<file path="src/rtl/dds_ctrl_pkg.sv">
// DDS front-panel controller: shared constants, step table and key FSM states.
// Imported by the key scanner and the configuration top.
package dds_ctrl_pkg;

   localparam logic [1:0] WAVE_SINE   = 2'd0;
   localparam logic [1:0] WAVE_SQUARE = 2'd1;
   localparam logic [1:0] WAVE_TRI    = 2'd2;
   localparam logic [1:0] WAVE_SAW    = 2'd3;

   typedef enum logic [2:0] {
      IDLE,
      PRESS_DB,
      HELD,
      REPEAT,
      REL_DB
   } key_state_t;

   // Step table in FCW units: 100 Hz, 1 kHz, 10 kHz, 100 kHz at 50 MHz.
   function automatic logic [31:0] step_val(input logic [1:0] idx);
      logic [31:0] v;
      case (idx)
         2'd0:    v = 32'd8590;
         2'd1:    v = 32'd85900;
         2'd2:    v = 32'd859000;
         default: v = 32'd8590000;
      endcase
      return v;
   endfunction

   function automatic int unsigned cnt_width(
      input int unsigned a,
      input int unsigned b,
      input int unsigned c
   );
      int unsigned m;
      m = a;
      if (b > m) m = b;
      if (c > m) m = c;
      return $clog2(m + 1);
   endfunction

endpackage

</file>
<file path="src/rtl/dds_key_scan.sv">
// One push-button: 2-FF synchroniser, counter debounce and optional
// auto-repeat, producing a registered one-cycle press event.
module dds_key_scan
   import dds_ctrl_pkg::*;
#(
   parameter bit          REPEAT_EN    = 1'b0,
   parameter int unsigned DEBOUNCE_CYC = 1000000,
   parameter int unsigned HOLD_CYC     = 25000000,
   parameter int unsigned REPEAT_CYC   = 5000000
)(
   input  logic CLK,
   input  logic RSTn,
   input  logic Key_n,
   output logic Key_Ev
);

   localparam int unsigned CNT_W =
      cnt_width(DEBOUNCE_CYC, HOLD_CYC, REPEAT_CYC);
   localparam logic [CNT_W-1:0] DB_END  = CNT_W'(DEBOUNCE_CYC - 1);
   localparam logic [CNT_W-1:0] HLD_END = CNT_W'(HOLD_CYC - 1);
   localparam logic [CNT_W-1:0] REP_END = CNT_W'(REPEAT_CYC - 1);

   logic [1:0]       sync;
   logic             level;
   logic [CNT_W-1:0] cnt;
   logic             from_rep;
   key_state_t       state;

   assign level = sync[1];

   always_ff @(posedge CLK or negedge RSTn) begin
      if (!RSTn) begin
         sync     <= 2'b11;
         state    <= IDLE;
         cnt      <= '0;
         from_rep <= 1'b0;
         Key_Ev   <= 1'b0;
      end else begin
         sync   <= {sync[0], Key_n};
         Key_Ev <= 1'b0;
         case (state)
            IDLE: begin
               if (!level) begin
                  state <= PRESS_DB;
                  cnt   <= '0;
               end
            end
            PRESS_DB: begin
               if (level) begin
                  state <= IDLE;
                  cnt   <= '0;
               end else if (cnt == DB_END) begin
                  state  <= HELD;
                  cnt    <= '0;
                  Key_Ev <= 1'b1;
               end else begin
                  cnt <= cnt + 1'b1;
               end
            end
            HELD: begin
               if (level) begin
                  state    <= REL_DB;
                  cnt      <= '0;
                  from_rep <= 1'b0;
               end else if (REPEAT_EN && cnt == HLD_END) begin
                  state  <= REPEAT;
                  cnt    <= '0;
                  Key_Ev <= 1'b1;
               end else if (REPEAT_EN) begin
                  cnt <= cnt + 1'b1;
               end
            end
            REPEAT: begin
               if (level) begin
                  state    <= REL_DB;
                  cnt      <= '0;
                  from_rep <= 1'b1;
               end else if (cnt == REP_END) begin
                  cnt    <= '0;
                  Key_Ev <= 1'b1;
               end else begin
                  cnt <= cnt + 1'b1;
               end
            end
            REL_DB: begin
               // A bounce during release resumes holding silently.
               if (!level) begin
                  state <= from_rep ? REPEAT : HELD;
                  cnt   <= '0;
               end else if (cnt == DB_END) begin
                  state <= IDLE;
                  cnt   <= '0;
               end else begin
                  cnt <= cnt + 1'b1;
               end
            end
            default: begin
               state <= IDLE;
               cnt   <= '0;
            end
         endcase
      end
   end

endmodule

</file>
<file path="src/rtl/dds_key_ctrl.sv">
// DDS front-panel top: four key scanners feeding the FCW, waveform and
// step registers with saturating frequency arithmetic.
module dds_key_ctrl
   import dds_ctrl_pkg::*;
#(
   parameter int unsigned FCW_W        = 32,
   parameter int unsigned FCW_INIT     = 85899,
   parameter int unsigned FCW_MIN      = 8590,
   parameter int unsigned FCW_MAX      = 858993459,
   parameter int unsigned DEBOUNCE_CYC = 1000000,
   parameter int unsigned HOLD_CYC     = 25000000,
   parameter int unsigned REPEAT_CYC   = 5000000
)(
   input  logic             CLK,
   input  logic             RSTn,
   input  logic             Key_Up_n,
   input  logic             Key_Dn_n,
   input  logic             Key_Step_n,
   input  logic             Key_Wave_n,
   output logic [FCW_W-1:0] FCW,
   output logic [1:0]       Wave_Sel,
   output logic [1:0]       Step_Sel,
   output logic             Cfg_Update,
   output logic             Limit_Hit
);

   localparam int unsigned XW = FCW_W + 1;
   localparam logic [FCW_W:0] MAX_X = XW'(FCW_MAX);
   localparam logic [FCW_W:0] MIN_X = XW'(FCW_MIN);
   localparam logic [FCW_W-1:0] INIT_V = FCW_W'(FCW_INIT);

   logic [3:0] key_n;
   logic [3:0] ev;
   logic       ev_up, ev_dn, ev_step, ev_wave;

   assign key_n = {Key_Wave_n, Key_Step_n, Key_Dn_n, Key_Up_n};
   assign {ev_wave, ev_step, ev_dn, ev_up} = ev;

   for (genvar i = 0; i < 4; i++) begin : g_key
      dds_key_scan #(
         .REPEAT_EN    (i < 2),
         .DEBOUNCE_CYC (DEBOUNCE_CYC),
         .HOLD_CYC     (HOLD_CYC),
         .REPEAT_CYC   (REPEAT_CYC)
      ) u_scan (
         .CLK    (CLK),
         .RSTn   (RSTn),
         .Key_n  (key_n[i]),
         .Key_Ev (ev[i])
      );
   end

   logic [FCW_W:0]   step_x, fcw_x, sum_x, lo_x;
   logic [FCW_W-1:0] fcw_nxt;
   logic             lim_nxt;

   assign step_x = XW'(step_val(Step_Sel));
   assign fcw_x  = {1'b0, FCW};
   assign sum_x  = fcw_x + step_x;
   assign lo_x   = MIN_X + step_x;

   // Up and Dn together cancel; the old Step_Sel is used this cycle.
   always_comb begin
      fcw_nxt = FCW;
      lim_nxt = 1'b0;
      if (ev_up && !ev_dn) begin
         if (sum_x > MAX_X) begin
            fcw_nxt = MAX_X[FCW_W-1:0];
            lim_nxt = 1'b1;
         end else begin
            fcw_nxt = sum_x[FCW_W-1:0];
         end
      end else if (ev_dn && !ev_up) begin
         if (fcw_x < lo_x) begin
            fcw_nxt = MIN_X[FCW_W-1:0];
            lim_nxt = 1'b1;
         end else begin
            fcw_nxt = FCW - step_x[FCW_W-1:0];
         end
      end
   end

   always_ff @(posedge CLK or negedge RSTn) begin
      if (!RSTn) begin
         FCW        <= INIT_V;
         Wave_Sel   <= WAVE_SINE;
         Step_Sel   <= 2'd0;
         Cfg_Update <= 1'b0;
         Limit_Hit  <= 1'b0;
      end else begin
         FCW        <= fcw_nxt;
         Limit_Hit  <= lim_nxt;
         Cfg_Update <= ev_wave || (fcw_nxt != FCW);
         if (ev_wave) Wave_Sel <= Wave_Sel + 2'd1;
         if (ev_step) Step_Sel <= Step_Sel + 2'd1;
      end
   end

endmodule

</file>
<file path="config.mk">
export PLATFORM = sky130hd
export DESIGN_NAME = dds_key_ctrl
export DESIGN_NICKNAME = d
export VERILOG_FILES = /design/src/rtl/dds_ctrl_pkg.sv /design/src/rtl/dds_key_scan.sv /design/src/rtl/dds_key_ctrl.sv
export SDC_FILE = /design/constraint.sdc
export NUM_CORES = 1
export LEC_CHECK = 0
export ABC_AREA = 1
export ABC_CLOCK_PERIOD_IN_PS = 5250
export CORE_MARGIN = 2
export CORE_UTILIZATION = 40
export DETAILED_ROUTE_END_ITERATION = 10
export GPL_TIMING_DRIVEN = 1
export PLACE_DENSITY = 0.53
export SYNTH_ARGS = -nofsm -noshare
export SYNTH_HDL_FRONTEND = slang
export SYNTH_HIERARCHICAL = 1
export SYNTH_SLANG_ARGS = --single-unit
</file>
<file path="constraint.sdc">
create_clock -name CLK -period 5.25 [get_ports CLK]
set_clock_uncertainty 0.15 [all_clocks]
set_input_delay 1.05 -clock CLK [delete_from_list [all_inputs] [get_ports CLK]]
set_output_delay 1.05 -clock CLK [all_outputs]
set_load 0.005 [all_outputs]
</file>
==> metrics.md <==
| Metric | Value |
|---|---|
| Crit Path Category | flop to flop |
| FF+latch count, synth | 166 |
| Clock transition at path regs | 0.07 ns |
| Worst setup margin | 0.398 ns |
| Final ANT Viol Nets | 0 |
| Synth area leaders | dfrtp_1 (22%), nand2_1 (20%), inv_1 (8.3%) |
| Most frequent CP cell | nand2_1 |
| M1 WL | 26.6 mm |
| R2r worst-path depth | 25 |
| Area of the core | 40700 um^2 |
| Global-route wire length before repair | 89.3 mm |
| Cell taking the most area after synthesis | dfrtp_1 |
| Top Layer Used | met4 |
| Total Wirelength | 55.6 mm |
| Post-synth top area share | 22.4% |
| Clock power frac | 36.9% |
| Number of inserted diodes | 0 |
| Ys flop type | dfrtp_1 |
| Synth Cell Area | 16500 um^2 |
| Slew @ Worst Pin | 1.07 ns |
| FF-to-FF setup slack | 0.40 ns |
| Via-to-Cell Ratio | 5.23 |
| Critical path's slowest cell | dfrtp_1 |
| Root Driver | clkbuf_16 |
| Worst Hold End | g_key[1].u_scan/sync[1]$_DFF_PN1_ |
| Commonest non-fill, non-tap cells in the layout | nand2_1 (881), inv_1 (367), nor2_1 (344) |
| DRC violations left | 0 |
| H-tree levels | 4 |
| Reg2reg end | Cfg_Update$_DFF_PN0_ |
| Clock Tree Buf Depth | 2 |
| Worst-Skew Late Latency | 0.49 ns |
| Die W | 207 um |
| IO Pins | 44 |
| Max-cap violations | 0 |
| WL met2 | 24.2 mm |
| Routed wl met3 | 3.32 mm |
| Fin crit share | 92.4% |
| WP data required | 5.48 ns |
| Post-Synthesis Net Count | 2804 |
| Final-report hold violation count | 0 |
| Status | completed |
| # setup viols final | 0 |
| Initial drt markers | 1399 |
| Sequential cell area fraction in the yosys report | 25.3% |
| Final Max Tran Viols | 0 |
| Hold depth | 0 |
| Async set-reset flop share out of synthesis | 100% |
| Worst slew margin | 28.6% |
| Row cnt | 74 |
| Sequential share of power | 39.4% |
| Sw Ratio | 38.7% |
| Mean Syn Cell Area | 6.04 um^2 |
| Combinational share of power | 23.7% |
| HP Class | flop to flop |
| Worst Path Arrival | 5.08 ns |
| Critical path startpoint category | flop |
| Delay-heaviest family, CP | simple AND/OR/NAND/NOR gates |
| Vias | 17200 |
| Cts-stage hold buffer count | 0 |
| Sw power | 1.41 mW |
| P&R area growth vs syn | 8.64% |
| Overall Global Routing Usage | 26.0% |
| Post-Syn Instances | 2732 |
| Most common cell after layout, fill and taps aside | nand2_1 |
| Vias in the first global route | 16400 |
| Cell Int Power | 2.23 mW |
| Reg2reg start | Step_Sel[0]$_DFFE_PN0P_ |
| Crit path capture type | flop |
| Routability congestion estimate | 0.949 |
| Leakage | 9.18 nW |
| Setup tns final | 0 ns |
| Number of CTS-inserted buffers | 17 |
| DP HPWL | 43.4 mm |
| Initial Util | 40.5% |
| Initial antenna violation count | 0 |
| Peak Freq | 206 MHz |
| Number of flops mapped to enable cells by yosys | 0 |
| Unrepaired setup endpoints after global routing | no |
| Largest net degree at the start of global routing | 87 |
| Layout Nets | 2820 |
| Die Y-Extent | 207 um |
| Synthesis Warnings | 6 |
| TritonRoute pass-1 iters | 6 |
| Min Tclk post-route | 4.85 ns |
| Peak VDD IR | 0.212 mV |
| Crit path max fanout | 18 |
| Die ar. | 42900 um^2 |
| Buffers plus inverters on the worst setup path | 3 |
| Port bufs | 43 |
| Dpl ws | 0.212 ns |
| Wire per inst | 16.9 um |
| Share of layout cells above drive strength 1 | 8.08% |
| Clk sinks | 166 |
| Max stage delay on crit path | 0.48 ns |
| Gr ovfl total | 0 |
| Pwr Density | 203 nW/um^2 |
| Synth cell types | 55 |
| CTS tree | done |
| HP Start | g_key[1].u_scan/sync[0]$_DFF_PN1_ |
[logic make-up after synthesis]
family | Yosys count | share of synthesized area (%)
flip-flops | 166 | 25.3
AO/OA/AOI/OAI | 260 | 8.93
multiplexers | 1 | 0.0607
adder cells (fa/ha/maj) | 66 | 5.10
XOR/XNOR | 57 | 3.03
AND/OR/NAND/NOR | 1708 | 45.5
buffers and inverters | 474 | 12.0
[power by group through the flow]
stage	sequential [mW]	clock, mW	combinational (mW)
after floorplan	1.43	0	0.693
after global placement	1.45	0	0.870
after detailed placement	1.46	0	0.880
after CTS	1.43	1.39	0.881
after global routing	1.45	1.44	0.983
final	1.43	1.34	0.861
[worst max-delay path by stage]
stage	start	end	cells past startpoint
final	Step_Sel[0]$_DFFE_PN0P_	Cfg_Update$_DFF_PN0_	25
after global routing	Step_Sel[0]$_DFFE_PN0P_	Cfg_Update$_DFF_PN0_	25
after CTS	Step_Sel[0]$_DFFE_PN0P_	Cfg_Update$_DFF_PN0_	29
after detailed placement	Step_Sel[0]$_DFFE_PN0P_	Cfg_Update$_DFF_PN0_	29
after global placement	Step_Sel[0]$_DFFE_PN0P_	Cfg_Update$_DFF_PN0_	29
after floorplan	Step_Sel[0]$_DFFE_PN0P_	Cfg_Update$_DFF_PN0_	31
[per-stage QoR]
stage / hold WS, ns / util [%] / total power [mW] / instance area (um^2) / std cells
2_1_floorplan: 0.195 / - / 2.13 / 16500 / 2732
3_3_place_gp: 0.196 / 42.5 / 2.32 / 17300 / 3260
3_5_place_dp: 0.197 / 42.5 / 2.34 / 17300 / 3260
4_1_cts: 0.209 / 43.9 / 3.70 / 17900 / 3292
5_1_grt: 0.215 / 44.0 / 3.87 / 17900 / 3293
6_report: 0.207 / 44.0 / 3.63 / 17900 / 3293
[cells in the mapped netlist, types with 23 or more instances]
cell,count
dfrtp_1,148
nand3_1,232
buf_2,23
ha_1,64
o21ai_1,39
inv_2,30
xor2_1,46
a21oi_1,75
nand2_1,881
nor2_2,29
nand2_2,27
nand4_1,82
nor2_1,345
inv_1,367
nor3_1,38
o21ai_0,85
[metal layers]
layer	track usage (%)	vias up
met2	40.3	519
met3	3.50	79
li1	-	8663
met5	0	-
met4	9.58	0
met1	37.0	7970
[sequential cells by signal, indices dropped and copies added, names as in the netlist]
name and count:
g_key.u_scan/sync 8, Cfg_Update 1, g_key.u_scan/from_rep 4, g_key.u_scan/cnt 100, g_key.u_scan/state 12, FCW 32
Step_Sel 2, Limit_Hit 1, g_key.u_scan/Key_Ev 4, Wave_Sel 2
[final cells by class]
cell class | instances | area (um^2)
Tap cell | 532 | 666
Clock buffer | 19 | 443
Fill cell | 4448 | 22800
Sequential cell | 166 | 4180
Clock inverter | 13 | 155
Multi-Input combinational cell | 2092 | 10400
Inverter | 406 | 1530
Timing Repair Buffer | 65 | 599
[repair_timing]
item / in CTS / in global routing
setup endpoints to repair: 0 / 1
gates resized for setup: 0 / 4
buffers inserted: 0 / 1
Note: power is estimated with default switching activity, not from simulation.
